[src/rtl/rom_fetch_scheduler_pkg.sv]
`timescale 1ns/1ps
// Shared constants and types for the column-index ROM fetch scheduler.
// The defaults here describe the SpMV build: four column FIFOs fed from a
// single 13-bit-addressed ROM port.
package rom_fetch_scheduler_pkg;

  localparam int unsigned CHANNEL_NUM     = 4;
  localparam int unsigned COL_ID_SIZE     = 13;
  localparam int unsigned COL_FIFO_DEPTH  = 16;
  localparam int unsigned COL_ROM_LATENCY = 1;

  typedef enum logic [1:0] {
    ST_IDLE  = 2'd0,
    ST_RUN   = 2'd1,
    ST_DRAIN = 2'd2,
    ST_DONE  = 2'd3
  } fetch_state_e;

  // Channel index that follows idx on a ring of ch channels.
  function automatic int unsigned ring_next(input int unsigned idx, input int unsigned ch);
    return (idx + 32'd1 >= ch) ? 32'd0 : idx + 32'd1;
  endfunction

endpackage

[src/rtl/rom_fetch_scheduler_chk.sv]
`timescale 1ns/1ps
// Protocol checks for the fetch scheduler, kept apart from the datapath.
module rom_fetch_scheduler_chk
  import rom_fetch_scheduler_pkg::*;
#(
  parameter int unsigned CH = CHANNEL_NUM
) (
  input logic          clk,
  input logic          rst,
  input logic [CH-1:0] fifo_rd_i,
  input logic [CH-1:0] cred_full_i,
  input logic [CH-1:0] gnt_i,
  input logic [CH-1:0] fifo_wr_en_i
);

  // A pop into a full credit counter with no matching grant means a consumer
  // popped a FIFO that the scheduler believes is empty.
  credit_overflow_a: assert property (@(posedge clk) disable iff (rst)
    (fifo_rd_i & cred_full_i & ~gnt_i) == '0);

  // Only one FIFO is written per cycle.
  wr_onehot_a: assert property (@(posedge clk) disable iff (rst)
    $onehot0(fifo_wr_en_i));

endmodule

[src/rtl/rom_fetch_scheduler_rr_arbiter.sv]
`timescale 1ns/1ps
// Rotating-priority arbiter: scans the request vector starting at ptr_i and
// wraps around, granting the first requester it meets. Purely combinational;
// the owner keeps the pointer register.
module rom_fetch_scheduler_rr_arbiter
  import rom_fetch_scheduler_pkg::*;
#(
  parameter int unsigned CH    = CHANNEL_NUM,
  parameter int unsigned IDX_W = (CH > 1) ? $clog2(CH) : 1
) (
  input  logic [CH-1:0]    req_i,
  input  logic [IDX_W-1:0] ptr_i,
  output logic [CH-1:0]    gnt_o,
  output logic [IDX_W-1:0] gnt_idx_o,
  output logic             gnt_vld_o
);

  // Walk the ring from the pointer; only the first hit takes the grant.
  always_comb begin
    logic [IDX_W-1:0] cand;
    logic             take;
    gnt_o     = '0;
    gnt_idx_o = '0;
    gnt_vld_o = 1'b0;
    cand      = '0;
    take      = 1'b0;
    for (int unsigned off = 0; off < CH; off++) begin
      cand         = IDX_W'((32'(ptr_i) + off) % CH);
      take         = req_i[cand] & ~gnt_vld_o;
      gnt_o[cand]  = take;
      gnt_idx_o    = take ? cand : gnt_idx_o;
      gnt_vld_o    = gnt_vld_o | take;
    end
  end

endmodule

[src/rtl/rom_fetch_scheduler.sv]
`timescale 1ns/1ps
// Shares one column-index ROM port among CH column FIFOs for an SpMV pass.
// Each channel walks [start, end); one read is issued per cycle round-robin,
// gated by a per-FIFO credit counter so in-flight reads can never overflow.
module rom_fetch_scheduler
  import rom_fetch_scheduler_pkg::*;
#(
  parameter int unsigned CH          = CHANNEL_NUM,
  parameter int unsigned ADDR_W      = COL_ID_SIZE,
  parameter int unsigned FIFO_DEPTH  = COL_FIFO_DEPTH,
  parameter int unsigned ROM_LATENCY = COL_ROM_LATENCY
) (
  input  logic                 clk,
  input  logic                 rst,
  input  logic                 start,
  input  logic [ADDR_W*CH-1:0] start_addr,
  input  logic [ADDR_W*CH-1:0] end_addr,
  input  logic [CH-1:0]        fifo_rd,
  output logic [ADDR_W-1:0]    rom_addr,
  output logic [CH-1:0]        fifo_wr_en,
  output logic                 busy,
  output logic                 done
);

  localparam int unsigned IDX_W  = (CH > 1) ? $clog2(CH) : 1;
  localparam int unsigned CRED_W = $clog2(FIFO_DEPTH + 1);

  fetch_state_e      state_q, state_d;
  logic [ADDR_W-1:0] cur_q [CH];
  logic [ADDR_W-1:0] cur_d [CH];
  logic [ADDR_W-1:0] end_q [CH];
  logic [ADDR_W-1:0] end_d [CH];
  logic [CRED_W-1:0] credit_q [CH];
  logic [CRED_W-1:0] credit_d [CH];
  logic [IDX_W-1:0]  ptr_q, ptr_d;
  logic              pipe_vld_q [ROM_LATENCY];
  logic              pipe_vld_d [ROM_LATENCY];
  logic [IDX_W-1:0]  pipe_idx_q [ROM_LATENCY];
  logic [IDX_W-1:0]  pipe_idx_d [ROM_LATENCY];
  logic [ADDR_W-1:0] rom_addr_q, rom_addr_d;
  logic [CH-1:0]     fifo_wr_en_q, fifo_wr_en_d;
  logic              busy_q, busy_d;
  logic              done_q, done_d;

  logic [CH-1:0]     req_s;
  logic [CH-1:0]     gnt_s;
  logic [CH-1:0]     cred_full_s;
  logic [IDX_W-1:0]  gnt_idx_s;
  logic              gnt_vld_s;
  logic              all_done_s;
  logic              inflight_s;

  // Per-channel eligibility and pass-level status from registered state only.
  always_comb begin
    req_s       = '0;
    cred_full_s = '0;
    all_done_s  = 1'b1;
    inflight_s  = 1'b0;
    for (int i = 0; i < CH; i++) begin
      req_s[i]       = (state_q == ST_RUN) && (cur_q[i] != end_q[i]) && (credit_q[i] != '0);
      cred_full_s[i] = (credit_q[i] == CRED_W'(FIFO_DEPTH));
      all_done_s     = all_done_s & (cur_q[i] == end_q[i]);
    end
    for (int j = 0; j < ROM_LATENCY; j++) begin
      inflight_s = inflight_s | pipe_vld_q[j];
    end
  end

  rom_fetch_scheduler_rr_arbiter #(
    .CH    (CH),
    .IDX_W (IDX_W)
  ) u_arb (
    .req_i     (req_s),
    .ptr_i     (ptr_q),
    .gnt_o     (gnt_s),
    .gnt_idx_o (gnt_idx_s),
    .gnt_vld_o (gnt_vld_s)
  );

  // Next-state: issue, credit bookkeeping, latency pipe and pass sequencing.
  always_comb begin
    state_d    = state_q;
    cur_d      = cur_q;
    end_d      = end_q;
    credit_d   = credit_q;
    busy_d     = busy_q;
    done_d     = 1'b0;

    // Credits: pop returns one, grant consumes one, both together cancel.
    for (int i = 0; i < CH; i++) begin
      case ({fifo_rd[i], gnt_s[i]})
        2'b10:   credit_d[i] = cred_full_s[i] ? credit_q[i] : credit_q[i] + CRED_W'(1);
        2'b01:   credit_d[i] = credit_q[i] - CRED_W'(1);
        default: credit_d[i] = credit_q[i];
      endcase
    end

    // Issue: the granted channel's address goes to the ROM and advances.
    if (gnt_vld_s) begin
      cur_d[gnt_idx_s] = cur_q[gnt_idx_s] + ADDR_W'(1);
      rom_addr_d       = cur_q[gnt_idx_s];
      ptr_d            = IDX_W'(ring_next(32'(gnt_idx_s), CH));
    end else begin
      rom_addr_d       = rom_addr_q;
      ptr_d            = ptr_q;
    end

    // Stage 0 lines up with rom_addr; the last stage drives the write strobe.
    pipe_vld_d[0] = gnt_vld_s;
    pipe_idx_d[0] = gnt_idx_s;
    for (int j = 1; j < ROM_LATENCY; j++) begin
      pipe_vld_d[j] = pipe_vld_q[j-1];
      pipe_idx_d[j] = pipe_idx_q[j-1];
    end
    fifo_wr_en_d = '0;
    if (pipe_vld_q[ROM_LATENCY-1]) begin
      fifo_wr_en_d[pipe_idx_q[ROM_LATENCY-1]] = 1'b1;
    end else begin
      fifo_wr_en_d = '0;
    end

    case (state_q)
      ST_IDLE: begin
        if (start) begin
          for (int i = 0; i < CH; i++) begin
            cur_d[i] = start_addr[i*ADDR_W +: ADDR_W];
            end_d[i] = end_addr[i*ADDR_W +: ADDR_W];
          end
          busy_d  = 1'b1;
          state_d = ST_RUN;
        end else begin
          state_d = ST_IDLE;
        end
      end
      ST_RUN: begin
        if (all_done_s) begin
          state_d = ST_DRAIN;
        end else begin
          state_d = ST_RUN;
        end
      end
      ST_DRAIN: begin
        if (!inflight_s) begin
          state_d = ST_DONE;
          done_d  = 1'b1;
          busy_d  = 1'b0;
        end else begin
          state_d = ST_DRAIN;
        end
      end
      ST_DONE: begin
        state_d = ST_IDLE;
      end
      default: begin
        state_d = ST_IDLE;
      end
    endcase
  end

  // State and output registers; reset aborts any pass in progress.
  always_ff @(posedge clk or posedge rst) begin
    if (rst) begin
      state_q      <= ST_IDLE;
      ptr_q        <= '0;
      rom_addr_q   <= '0;
      fifo_wr_en_q <= '0;
      busy_q       <= 1'b0;
      done_q       <= 1'b0;
      for (int i = 0; i < CH; i++) begin
        cur_q[i]    <= '0;
        end_q[i]    <= '0;
        credit_q[i] <= CRED_W'(FIFO_DEPTH);
      end
      for (int j = 0; j < ROM_LATENCY; j++) begin
        pipe_vld_q[j] <= 1'b0;
        pipe_idx_q[j] <= '0;
      end
    end else begin
      state_q      <= state_d;
      ptr_q        <= ptr_d;
      rom_addr_q   <= rom_addr_d;
      fifo_wr_en_q <= fifo_wr_en_d;
      busy_q       <= busy_d;
      done_q       <= done_d;
      cur_q        <= cur_d;
      end_q        <= end_d;
      credit_q     <= credit_d;
      pipe_vld_q   <= pipe_vld_d;
      pipe_idx_q   <= pipe_idx_d;
    end
  end

  assign rom_addr   = rom_addr_q;
  assign fifo_wr_en = fifo_wr_en_q;
  assign busy       = busy_q;
  assign done       = done_q;

  rom_fetch_scheduler_chk #(
    .CH (CH)
  ) u_chk (
    .clk          (clk),
    .rst          (rst),
    .fifo_rd_i    (fifo_rd),
    .cred_full_i  (cred_full_s),
    .gnt_i        (gnt_s),
    .fifo_wr_en_i (fifo_wr_en_q)
  );

endmodule

[config.mk]
export PLATFORM = sky130hd
export DESIGN_NAME = rom_fetch_scheduler
export DESIGN_NICKNAME = d
export VERILOG_FILES = /design/src/rtl/rom_fetch_scheduler_pkg.sv /design/src/rtl/rom_fetch_scheduler_chk.sv /design/src/rtl/rom_fetch_scheduler_rr_arbiter.sv /design/src/rtl/rom_fetch_scheduler.sv
export SDC_FILE = /design/constraint.sdc
export NUM_CORES = 1
export LEC_CHECK = 0
export CAP_MARGIN = 5
export CORE_UTILIZATION = 55
export DETAILED_ROUTE_END_ITERATION = 8
export PLACE_DENSITY = 0.81
export SLEW_MARGIN = 25
export SYNTH_ARGS = -nofsm -noshare
export SYNTH_HDL_FRONTEND = slang
export SYNTH_HIERARCHICAL = 1
export SYNTH_SLANG_ARGS = --single-unit
[constraint.sdc]
create_clock -name clk -period 5.95 [get_ports clk]
set_clock_uncertainty 0.1 [all_clocks]
set_input_delay 1.19 -clock clk [delete_from_list [all_inputs] [get_ports clk]]
set_output_delay 1.19 -clock clk [all_outputs]
set_load 0.005 [all_outputs]
Word level (Yosys, flattened, before mapping)
Index checks and enable logic that the tools add are counted.
{"block": "word_totals", "output_inout_bits": 19, "wordCells": 172, "ff_bits": 150, "in_bits": 111}
{"block": "op_classes", "n_addsub": 13, "muxes": 53, "bitwise_logic": 14, "n_reduce_logical": 30, "order_cmp": 13, "n_eq_ne": 29}
{"operator": "2-to-1 mux 52 bit", "count": 3}
{"operator": "bitwise mux 52 bit", "count": 1}
{"operator": "equality test 13 bit", "count": 4}
{"operator": "inequality test 13 bit", "count": 4}
{"operator": "case mux 5 bit (2 select lines)", "count": 4}
{"operator": "2-to-1 mux 13 bit", "count": 3}
{"operator": "binary-select mux 13 bit (select 2 bit)", "count": 1}
{"operator": "demux 13 bit (select 2 bit)", "count": 1}
{"operator": "adder 5 x 1 -> 5 bit, second input constant", "count": 4}
{"operator": "equality test 5 bit, second input constant", "count": 4}
{"operator": "2-to-1 mux 5 bit", "count": 4}
{"operator": "nonzero test 5 bit", "count": 4}
{"operator": "subtractor 5 x 1 -> 5 bit, second input constant", "count": 4}
{"operator": "less-than comparator 2 x 3 -> 1 bit, second input constant", "count": 5}
{"operator": "2-to-1 mux 1 bit", "count": 15}
{"operator": "logical AND 1 bit", "count": 14}
{"operator": "adder 13 x 1 -> 13 bit, second input constant", "count": 1}
{"operator": "bitwise mux 4 bit", "count": 3}
{"operator": "equality test 2 bit, second input constant", "count": 6}
{"operator": "2-to-1 mux 2 bit", "count": 6}
{"operator": "inequality test 2 bit, second input constant", "count": 6}
{"operator": "demux 1 bit (select 2 bit)", "count": 5}
{"operator": "equality test 2 x 1 -> 1 bit, second input constant", "count": 5}
{"operator": ">= comparator 2 x 1 -> 1 bit, second input constant", "count": 5}
{"operator": "other kinds (18)", "count": 40}

Depth between registers and ports, before layout
{"block": "depth", "ltp_word": 23, "depth_mapped": 19}

Modules after synthesis
The synthesis kept the hierarchy.
{"mod": "rom_fetch_scheduler", "area_each_um2": 7832.5, "seq_area_each_um2": 3758.6, "n_inst": 1, "cells_per_inst": 812}
{"mod": "rom_fetch_scheduler_rr_arbiter", "area_each_um2": 496.7, "seq_area_each_um2": 0.0, "n_inst": 1, "cells_per_inst": 57}

Worst setup path before layout
OpenSTA, ideal clock, no wires.
{"block": "synth_timing", "path_kind": "register -> register", "startpoint": "register credit_q[0] (netlist bit)", "endpoint": "register cur_q[10] (netlist bit)", "path_buffers": 3, "arrival_ns": 4.190, "path_slack_ns": 1.534, "setup_time_ns": 0.126, "required_ns": 5.724, "path_stages_with_launch": 15, "path_cell_list": "dfrtp_1 -> or4_1 -> o211a_1 -> mux4_2 -> buf_6 -> o31ai_1 -> buf_6 -> buf_12 -> mux4_2 -> ha_1 -> nand4_2 -> nor3b_2 -> xnor2_1 -> nor2_2 -> a221o_1"}
{"element": "start, declared", "line_no": "rom_fetch_scheduler.sv:33", "source": "logic [CRED_W-1:0] credit_q [CH];"}
{"element": "start signal, assigned by index", "line_no": "rom_fetch_scheduler.sv:172", "source": "credit_q[i] <= CRED_W'(FIFO_DEPTH);"}
{"element": "start signal, assigned", "line_no": "rom_fetch_scheduler.sv:187", "source": "credit_q <= credit_d;"}
{"element": "end signal, assigned", "line_no": "rom_fetch_scheduler.sv:185", "source": "cur_q <= cur_d;"}
{"element": "end, declared", "line_no": "rom_fetch_scheduler.sv:29", "source": "logic [ADDR_W-1:0] cur_q [CH];"}

==> summary.json <==
{
  "run_status": {"value": "complete, but fails checks"},
  "failed_checks": {"value": "design-rule violations"},
  "static-leakage-power": {"value": 4.488, "unit": "nW"},
  "cts.repair.resized": {"value": 0},
  "cell_internal_pwr": {"value": 3.141, "unit": "mW"},
  "grt_max_degree": {"value": 110},
  "power.clock.fraction": {"value": 18.2, "unit": "%"},
  "post-cts-setup-buffer-count": {"value": 0},
  "setup.worst_path.end_class": {"value": "register"},
  "die_y": {"value": 125.1, "unit": "um"},
  "vias": {"value": 6906},
  "worstPathMaxFanout": {"value": 13},
  "maxSlewHeadroom": {"value": 39.78, "unit": "%"},
  "num_cts_buffers": {"value": 17},
  "power_switching_share": {"value": 42.71, "unit": "%"},
  "cts.htree.levels": {"value": 4},
  "syn_to_final_growth": {"value": 23.61, "unit": "%"},
  "clock-root-buffer": {"value": "clkbuf_16"},
  "totalNegativeSetupSlack": {"value": 0, "unit": "ns"},
  "ys_seq_area_share": {"value": 45.13, "unit": "%"},
  "clock_sinks": {"value": 150},
  "clkLatencyLatePin": {"value": 0.43, "unit": "ns"},
  "dieArea": {"value": 15640, "unit": "um^2"},
  "design.final.nets": {"value": 1123},
  "synth.avg_cell_area": {"value": 9.585, "unit": "um^2"},
  "worst_setup_path_start_kind": {"value": "register"},
  "hold_class": {"value": "register to register"},
  "fp.coreArea": {"value": 14640, "unit": "um^2"},
  "cp.arrival": {"value": 5.35, "unit": "ns"},
  "detailedPlace.worstSlack": {"value": 1.053, "unit": "ns"},
  "synth_top_area_share": {"value": 43.86, "unit": "%"},
  "finalSetupViolCount": {"value": 0},
  "dr.first_iter.drc_count": {"value": 757},
  "combinationalPowerShare": {"value": 51.0, "unit": "%"},
  "max-vdd-ir-drop": {"value": 0.0003226, "unit": "V"},
  "grt_pass1_wl": {"value": 36850, "unit": "um"},
  "postSynthNetCount": {"value": 1008},
  "synthesis.instances": {"value": 869},
  "final_worst_path_period_share": {"value": 86.26, "unit": "%"},
  "drt-wirelength-per-cell": {"value": 19.21, "unit": "um"},
  "place.detailed.hpwl": {"value": 16280, "unit": "um"},
  "cts-hold-fix-buffers": {"value": 0},
  "wirelength": {"value": 22690, "unit": "um"},
  "grt_antenna_before_repair": {"value": 0},
  "synth_cell_type_count": {"value": 54},
  "setup_slack": {"value": 0.8173, "unit": "ns"},
  "clock_tree_from_tritoncts": {"value": "done"},
  "layout-drive-gt1-share": {"value": 8.225, "unit": "%"},
  "synth_top_area_cell": {"value": "dfrtp_1"},
  "final.min_clock_period": {"value": 5.133, "unit": "ns"},
  "routabilityCongestion": {"value": 0.9443},
  "p_per_area": {"value": 532.6, "unit": "nW/um^2"},
  "placement_rows": {"value": 44},
  "worstPathRequired": {"value": 6.17, "unit": "ns"},
  "route.detailed.vias_per_inst": {"value": 5.848},
  "crit_type": {"value": "register to register"},
  "dr.pass1.iters": {"value": 9},
  "tightestPinTransition": {"value": 0.9011, "unit": "ns"},
  "global_route.usage.total": {"value": 30.97, "unit": "%"},
  "die_width": {"value": 125.1, "unit": "um"},
  "layout.filler_cells": {"value": 1119},
  "gr-total-overflow": {"value": 0},
  "cts.reportedPaths.clkPinSlew": {"value": 0.06, "unit": "ns"},
  "report.final.hold_viol_count": {"value": 0},
  "finalMaxSlewViolations": {"value": 0},
  "ys.flop_type": {"value": "dfrtp_1"},
  "grt_setup_unrepaired": {"value": "false"},
  "top_level_ports": {"value": 130},
  "number_of_global_route_vias_before_repair": {"value": 6848},
  "seq_power_share": {"value": 30.8, "unit": "%"},
  "max_cap_violations": {"value": 0},
  "drcViolationCount": {"value": 12},
  "detail-route-antenna-nets": {"value": 0},
  "synth-edff-count": {"value": 0},
  "max-clock-path-buffers": {"value": 2},
  "psw": {"value": 2.342, "unit": "mW"},
  "syn-cell-area": {"value": 8329, "unit": "um^2"},
  "synth.yosys.warnings": {"value": 6},
  "postSynthRegisterBits": {"value": 150},
  "synth_area_leaders": {"value": "dfrtp_1 44%, nand2_1 9.6%, o21ai_0 4.9%"},
  "diodes": {"value": 0},
  "start_util": {"value": 56.88, "unit": "%"},
  "placement.io_buffers": {"value": 129},
  "max_freq": {"value": 194.8, "unit": "MHz"},
  "synth_async_sr_flop_share": {"value": 100.0, "unit": "%"}
}
## state kept, by name, summed over array words and instances, names as in the netlist, named ones only
name / flops
busy: 1
credit_q: 20
cur_q: 52
done: 1
end_q: 52
fifo_wr_en: 4
inflight_s: 1
pipe_idx_q: 2
ptr_q: 2
rom_addr: 13
state_q: 1
## synth_stat cells (all sizes together) (6+ instances only)
library cell / instances
mux4: 17
a31oi: 9
nand3: 6
buf: 9
mux2: 16
nand2: 215
o21ai: 81
dfrtp: 146
and2: 6
nor4: 12
nand4: 10
a21oi: 41
a21o: 22
nand2b: 8
nor2b: 13
clkbuf: 30
inv: 21
and3: 15
xor2: 37
xnor2: 38
ha: 24
nor2: 37
nand3b: 11
## power groups by stage
stage | Clock, mW | Combinational, mW | Sequential, mW
after floorplan | 0 | 2.07 | 1.56
after global placement | 0 | 2.64 | 1.69
after detailed placement | 0 | 2.73 | 1.69
after CTS | 1.01 | 2.75 | 1.68
after global routing | 1.06 | 3.06 | 1.73
final | 0.999 | 2.79 | 1.69
## layout by cell type, fill, tap and decap left out, types with 3 or more instances in the layout
cell type,instances
ha_1,24
clkdlybuf4s50_1,129
clkbuf_16,17
dfstp_2,4
mux2i_1,5
a31oi_1,9
a21o_1,22
buf_4,5
mux4_1,6
nand2_1,213
nor3_1,3
nor2_1,36
or3_1,4
nand2b_1,8
a221o_1,4
mux2_2,16
nand4_1,8
and2_1,5
clkinv_2,5
o21ai_0,81
fa_1,4
mux4_2,11
nand3b_1,11
dfrtp_1,146
and3_1,15
xor2_1,37
a21oi_1,41
nand3_1,5
xnor2_1,37
o211ai_1,3
a22oi_1,4
nor2b_1,13
nor4_1,11
clkbuf_8,5
inv_1,20
## final cells by class
| class | count | area [um^2] | share of cell area [%] |
|---|---|---|---|
| inverter | 21 | 86.33 | 0.8385 |
| sequential | 150 | 3759 | 36.51 |
| clock inverter | 8 | 48.80 | 0.4739 |
| timing repair buffer | 135 | 1356 | 13.17 |
| clock buffer | 24 | 501.7 | 4.873 |
| multi-input combinational | 659 | 4314 | 41.90 |
| tap | 184 | 230.2 | 2.236 |
## per-stage QoR
stage                     hold slack, ns  total power, mW  area, um^2  utilization (%)  cells
after floorplan                   0.3292            3.635        8329                -    869
after global placement            0.3625            4.324        9716            66.34   1148
after detailed placement          0.3674            4.420        9716            66.34   1148
after CTS                         0.3811            5.439       10270            70.10   1180
after global routing              0.4064            5.845       10300            70.31   1181
final                             0.3867            5.483       10300            70.31   1181
## per-layer routing
layer,vias up,GRT usage [%],routed length [um]
met4,0,11.84,755
met1,3329,42.54,9752
li1,3204,-,-
met3,52,7.488,1953
met2,321,47.78,10230
met5,-,0,0
## cells by family after synthesis
family	Yosys count	share of synthesized area [%]
simple gates	349	19.78
xor+xnor	75	7.977
buf+inv	60	3.305
fa+ha+maj	28	4.567
flops	150	45.13
mux	38	7.631
compound gates	169	11.61
## path summary, 6_finish.rpt
check | from | end | slack [ns] | cells after the start
worst max-delay path | cur_q[17] | cur_q[25] | 0.82 | 15
worst min-delay path | pipe_idx_q[0] | fifo_wr_en[2] | 0.39 | 1
worst max register to register | cur_q[17] | cur_q[25] | 0.82 | 15
worst min register to register | pipe_idx_q[0] | fifo_wr_en[2] | 0.39 | 1
max in group asynchronous | rst | credit_q[2] | 3.44 | 3
min in group asynchronous | rst | end_q[45] | 1.20 | 2
## critical path: stages (launching register included)
cell and delay (ns):
dfrtp_1 0.44, xor2_1 0.19, nor4_1 0.37, nand4_1 0.29, and3_1 0.31, mux4_2 0.63, nor4_1 0.34, o21ai_0 0.13
nand3_1 0.35, mux4_2 0.45, ha_1 0.28, nand4_2 0.22, nor4b_4 0.38, xnor2_1 0.25, a21oi_1 0.12, a21o_1 0.18
Power figures use the tool's default switching activity.
